--- src/rtl/actor_arb_pkg.sv ---
// Shared types and constants for the actor token arbiter.
package actor_arb_pkg;

  typedef enum logic {
    IDLE  = 1'b0,
    BURST = 1'b1
  } arb_state_e;

  localparam int unsigned DEF_N_REQ     = 4;
  localparam int unsigned DEF_DATA_W    = 8;
  localparam int unsigned DEF_COUNT_W   = 16;
  localparam int unsigned DEF_MAX_BURST = 16;

  // Ceiling log2, usable in constant expressions; returns 0 for v <= 1.
  function automatic int unsigned clog2(input int unsigned v);
    int unsigned r;
    r = 0;
    for (int unsigned i = 0; i < 32; i++) begin
      if ((32'd1 << i) < v) r = i + 1;
    end
    return r;
  endfunction

endpackage

--- src/rtl/actor_rr_pick.sv ---
// Rotating-priority pick: first set request at or above ptr_i, wrapping.
module actor_rr_pick
  import actor_arb_pkg::*;
#(
  parameter int unsigned N_REQ = DEF_N_REQ
) (
  input  logic [N_REQ-1:0]        req_i,
  input  logic [clog2(N_REQ)-1:0] ptr_i,
  output logic                    found_o,
  output logic [clog2(N_REQ)-1:0] idx_o
);

  localparam int unsigned IDX_W = clog2(N_REQ);

  int unsigned cand;

  // Scan N_REQ candidates starting at ptr_i; the first hit wins.
  always_comb begin
    found_o = 1'b0;
    idx_o   = '0;
    cand    = 0;
    for (int unsigned k = 0; k < N_REQ; k++) begin
      cand = (32'(ptr_i) + k) % N_REQ;
      if (!found_o && req_i[cand]) begin
        found_o = 1'b1;
        idx_o   = IDX_W'(cand);
      end
    end
  end

endmodule

--- src/rtl/actor_token_arbiter.sv ---
// Round-robin arbiter sharing one actor input port between N_REQ producers,
// granting a bounded burst per producer and rotating priority afterwards.
module actor_token_arbiter
  import actor_arb_pkg::*;
#(
  parameter int unsigned N_REQ     = DEF_N_REQ,
  parameter int unsigned DATA_W    = DEF_DATA_W,
  parameter int unsigned COUNT_W   = DEF_COUNT_W,
  parameter int unsigned MAX_BURST = DEF_MAX_BURST
) (
  input  logic                       CLK,
  input  logic                       RESET,
  input  logic [N_REQ-1:0]           req_SEND,
  input  logic [N_REQ*DATA_W-1:0]    req_DATA,
  input  logic [N_REQ*COUNT_W-1:0]   req_COUNT,
  output logic [N_REQ-1:0]           req_ACK,
  output logic                       result_SEND,
  output logic [DATA_W-1:0]          result_DATA,
  output logic [COUNT_W-1:0]         result_COUNT,
  input  logic                       result_ACK,
  output logic [clog2(N_REQ)-1:0]    grant_id,
  output logic                       busy
);

  localparam int unsigned IDX_W = clog2(N_REQ);
  localparam logic [COUNT_W-1:0] MAX_B = COUNT_W'(MAX_BURST);
  localparam logic [COUNT_W-1:0] ONE   = COUNT_W'(1);

  arb_state_e         state_q, state_d;
  logic [IDX_W-1:0]   rr_ptr_q, rr_ptr_d;
  logic [IDX_W-1:0]   grant_q, grant_d;
  logic [COUNT_W-1:0] rem_q, rem_d;

  logic               pick_found;
  logic [IDX_W-1:0]   pick_idx;
  logic [COUNT_W-1:0] pick_cnt;
  logic [COUNT_W-1:0] load_cnt;
  logic [IDX_W-1:0]   next_ptr;
  logic               in_burst;
  logic               g_send;
  logic               accept;

  actor_rr_pick #(
    .N_REQ (N_REQ)
  ) u_pick (
    .req_i   (req_SEND),
    .ptr_i   (rr_ptr_q),
    .found_o (pick_found),
    .idx_o   (pick_idx)
  );

  assign in_burst = (state_q == BURST);
  assign g_send   = req_SEND[grant_q];
  assign accept   = in_burst & g_send & result_ACK;
  assign next_ptr = (grant_q == IDX_W'(N_REQ - 1)) ? '0 : grant_q + 1'b1;
  assign pick_cnt = req_COUNT[pick_idx*COUNT_W +: COUNT_W];

  // Burst length at grant: COUNT clipped to MAX_BURST; a zero COUNT with SEND high still moves one token.
  always_comb begin
    load_cnt = pick_cnt;
    if (pick_cnt == '0)      load_cnt = ONE;
    else if (pick_cnt > MAX_B) load_cnt = MAX_B;
  end

  // State, grant, pointer and burst counter registers.
  always_ff @(posedge CLK or negedge RESET) begin
    if (!RESET) begin
      state_q  <= IDLE;
      rr_ptr_q <= '0;
      grant_q  <= '0;
      rem_q    <= '0;
    end else begin
      state_q  <= state_d;
      rr_ptr_q <= rr_ptr_d;
      grant_q  <= grant_d;
      rem_q    <= rem_d;
    end
  end

  // Next-state logic and the combinational output mux onto the granted producer.
  always_comb begin
    state_d      = state_q;
    rr_ptr_d     = rr_ptr_q;
    grant_d      = grant_q;
    rem_d        = rem_q;
    req_ACK      = '0;
    result_SEND  = 1'b0;
    result_DATA  = '0;
    result_COUNT = '0;

    unique case (state_q)
      IDLE: begin
        if (pick_found) begin
          grant_d = pick_idx;
          rem_d   = load_cnt;
          state_d = BURST;
        end
      end
      BURST: begin
        result_SEND  = g_send;
        result_DATA  = req_DATA[grant_q*DATA_W +: DATA_W];
        result_COUNT = rem_q;
        if (accept) begin
          req_ACK[grant_q] = 1'b1;
          if (rem_q == ONE) begin
            state_d  = IDLE;
            rr_ptr_d = next_ptr;
          end else begin
            rem_d = rem_q - ONE;
          end
        end else if (!g_send) begin
          state_d  = IDLE;
          rr_ptr_d = next_ptr;
        end
      end
      default: state_d = IDLE;
    endcase
  end

  assign grant_id = grant_q;
  assign busy     = in_burst;

endmodule

--- config.mk ---
export PLATFORM = sky130hd
export DESIGN_NAME = actor_token_arbiter
export DESIGN_NICKNAME = d
export VERILOG_FILES = /design/src/rtl/actor_arb_pkg.sv /design/src/rtl/actor_rr_pick.sv /design/src/rtl/actor_token_arbiter.sv
export SDC_FILE = /design/constraint.sdc
export NUM_CORES = 1
export LEC_CHECK = 0
export CORE_MARGIN = 2
export CORE_UTILIZATION = 50
export DETAILED_ROUTE_END_ITERATION = 16
export DONT_BUFFER_PORTS = 1
export GPL_TIMING_DRIVEN = 0
export SLEW_MARGIN = 30
export SYNTH_ARGS = -nofsm -noshare
export SYNTH_HDL_FRONTEND = slang
export SYNTH_SLANG_ARGS = --single-unit
--- constraint.sdc ---
create_clock -name CLK -period 7.7 [get_ports CLK]
set_clock_uncertainty 0.2 [all_clocks]
set_input_delay 0.385 -clock CLK [delete_from_list [all_inputs] [get_ports CLK]]
set_output_delay 0.385 -clock CLK [all_outputs]
set_load 0.02 [all_outputs]
==> metrics.yaml <==
r2r_cells: 8
worst_slack_ps: 4790
total_power_uw: 796
syn_area_mm2: 0.00197
fin_crit_sh: 0.377
utilization: 0.564
critPathLaunch: "grant_id[1]"
p_clk_frac: 0.093
grt_util_all_layers: 0.233
whs_path_depth: 3
synth_nets: 336
met3_usage: 0.0355
cp-start-kind: "flop"
rsz0062_at_grt: "no"
root_buffer: "clkbuf_8"
ys_seq_area_frac: 0.266
cts_max_level: 1
antenna_found_initial: 0
seqPwrFrac: 0.278
use_met2: 0.430
reg2reg_from: "grant_id[1]"
core-area_mm2: 0.00372
fillers: 362
clkSinkCount: 21
max_slew_margin: 0.537
yosys_register_bits: 21
holdCritPathClass: "input pin to flop"
cts_tree: "built"
drt_wl_total_mm: 5.11
routedWlPerCell_um: 18.2
p_sw_uw: 406
crit_buf_inv: 1
first_iter_violations: 66
first_global_vias: 1716
hpwl_mm: 4.15
drtAntennaViolNets: 0
finalCriticalPeriod_ps: 2910
gp_congestion: 0.831
synth_cell_types: 42
worst_pin_slew_ps: 694
leakage_uw: 0.000840
grt_pass1_wl_mm: 7.86
cp.depth: 8
synth.avg_cell_area_um2: 8.70
synthFlopType: "dfrtp_1"
die_w_um: 66.8
vias_per_cell: 6.32
path_cells: "buf_2, mux4_2, and3_1, a21bo_1, nor4_1, nor3b_1, xnor2_1, nor2_1"
clockBufferDepth: 2
critical-path-top-delay-family: "simple AND/OR/NAND/NOR gates"
ys_warn_count: 0
syn_inst: 227
hold_viol: 0
top_usage_layer: "met2"
crit_required_ps: 7630
clock_latency_ps: 260
rows: 22
layout.nets: 343
cts_resized: 0
post_cts_buffers: 0
critPathMaxFanout: 10
hold_buffers: 1
status: "completed"
power_switching_share: 0.511
cp-endpoint: "rem_q[7]"
drive_above_1_share: 0.124
power.density_mw_per_mm2: 380
initial_core_util: 0.531
dr_total_vias: 1776
internal-power_uw: 389
grt-ovfl-total: 0
ir_drop_mv: 0.226
firstDrtPassIters: 4
worst-endpoint-arrival_ps: 2830
design_area_mm2: 0.00209
reg2reg_slack_ps: 4790
die_area_mm2: 0.00447
max_stage_delay_ps: 520
antenna_cells: 0
place_area_mm2: 0.00203
combinationalPowerShare: 0.629
fin_setup_tns_ps: 0
setup_viol: 0
grtUsageMet1: 0.279
drv_cap: 0
drc: 0
ys_async_sr_fraction: 1.00
critPathKind: "flop to flop"
pre_cts_ws_ps: 4820
path_clk_slew_ps: 80
worstReg2RegEnd: "rem_q[7]"
grt_max_degree: 22
max_freq_ghz: 0.344
area_growth_pct: 6.08
maxSlewViolCount: 0
cts_made_buffers: 3
pin_count: 135
endpoint_kind: "flop"
fp.dieH_um: 66.8
io_buffers: 0
slowest_stage: "dfrtp_1"
synth_edf_count: 0
state kept, by name, indices dropped and copies added (netlist names):
signal,cells
busy,1
grant_id,2
rem_q,16
rr_ptr_q,2
layout make-up:
| cell class | instances | area (um2) | share of cell area |
|---|---|---|---|
| Buffer | 10 | 56.3 | 0.0269 |
| Clock buffer | 4 | 45.0 | 0.0215 |
| Inverter | 8 | 30.0 | 0.0143 |
| Multi-Input combinational cell | 188 | 1360 | 0.651 |
| Sequential cell | 21 | 526 | 0.251 |
| Tap cell | 48 | 60.1 | 0.0287 |
| Timing Repair Buffer | 2 | 15.0 | 0.00717 |
routing by layer:
| metal | part of all wire | vias up | routed length, um |
|---|---|---|---|
| li1 | - | 853 | - |
| met1 | 0.41 | 830 | 2080 |
| met2 | 0.52 | 86 | 2660 |
| met3 | 0.058 | 7 | 298 |
| met4 | 0.014 | 0 | 70 |
| met5 | 0 | - | 0 |
cell usage in the layout, fill, tap and decap left out, types with 4 or more instances in the layout:
master    synthesis  layout
nand2_1          25      25
inv_1             7       7
mux4_2            9       9
a22o_1            4       4
nor2_1            8       8
buf_2             3       4
ha_1              6       6
dfrtp_1          21      21
mux2_2            5       5
nor3_1           11      11
mux2i_1          16      16
and2_1           28      28
a21oi_1          12      12
nand2b_1          4       4
o21ai_0          15      15
nor4_1           14      14
stage by stage:
step,hold slack (ps),cells
final,197,281
after global routing,215,281
after CTS,192,280
after detailed placement,-110,275
after global placement,-110,275
after floorplan,-111,227
cell usage after synthesis (2+ instances only):
library cell  number  area [um2]
or3_1              3        18.8
nor3_1            11        55.1
or4_4              2        22.5
nand2b_1           4        25.0
a21oi_1           12        60.1
nand3_1            3        15.0
clkbuf_1           2        7.51
ha_1               6        75.1
inv_1              7        26.3
xnor2_1            3        26.3
nand2_1           25        93.8
mux2i_1           16         160
nand4_1            2        12.5
nor4_1            14        87.6
and3_1             2        12.5
and2_1            28         175
o31ai_1            2        15.0
buf_1              2        7.51
nor2_1             8        30.0
buf_4              2        15.0
mux2_2             5        56.3
dfrtp_1           21         526
o21ai_0           15        75.1
buf_2              3        15.0
a22o_1             4        35.0
mux4_2             9         203
worst min-delay path: cells and delay by family:
family           cells  cell delay (ps)
AND/OR/NAND/NOR      2              150
AO/OA/AOI/OAI        1               80
worst min path at each step:
stage | start | end | slack (ps)
finish | result_ACK | busy | 200
floorplan | RESET | busy | -110
CTS | result_ACK | busy | 190
detailed placement | RESET | rem_q[5] | -110
global placement | RESET | rem_q[5] | -110
global route | result_ACK | busy | 220
power groups by stage:
stage / Combinational [uW] / Sequential, uW / Clock [uW]
after detailed placement: 501 / 223 / 0
after floorplan: 422 / 206 / 0
after global routing: 558 / 230 / 79.2
final: 501 / 221 / 73.9
after global placement: 487 / 221 / 0
after CTS: 505 / 220 / 75.3
cell families after synthesis:
family / after synthesis / share of synthesized area
AOI/OAI and AO/OA: 41 / 0.127
xor gates and xnor gates: 3 / 0.0133
adders and majority gates: 6 / 0.0380
buffers and inverters: 18 / 0.0437
DFF: 21 / 0.266
muxes: 30 / 0.212
and+or+nand+nor: 108 / 0.300
Power figures use the tool's default switching activity.
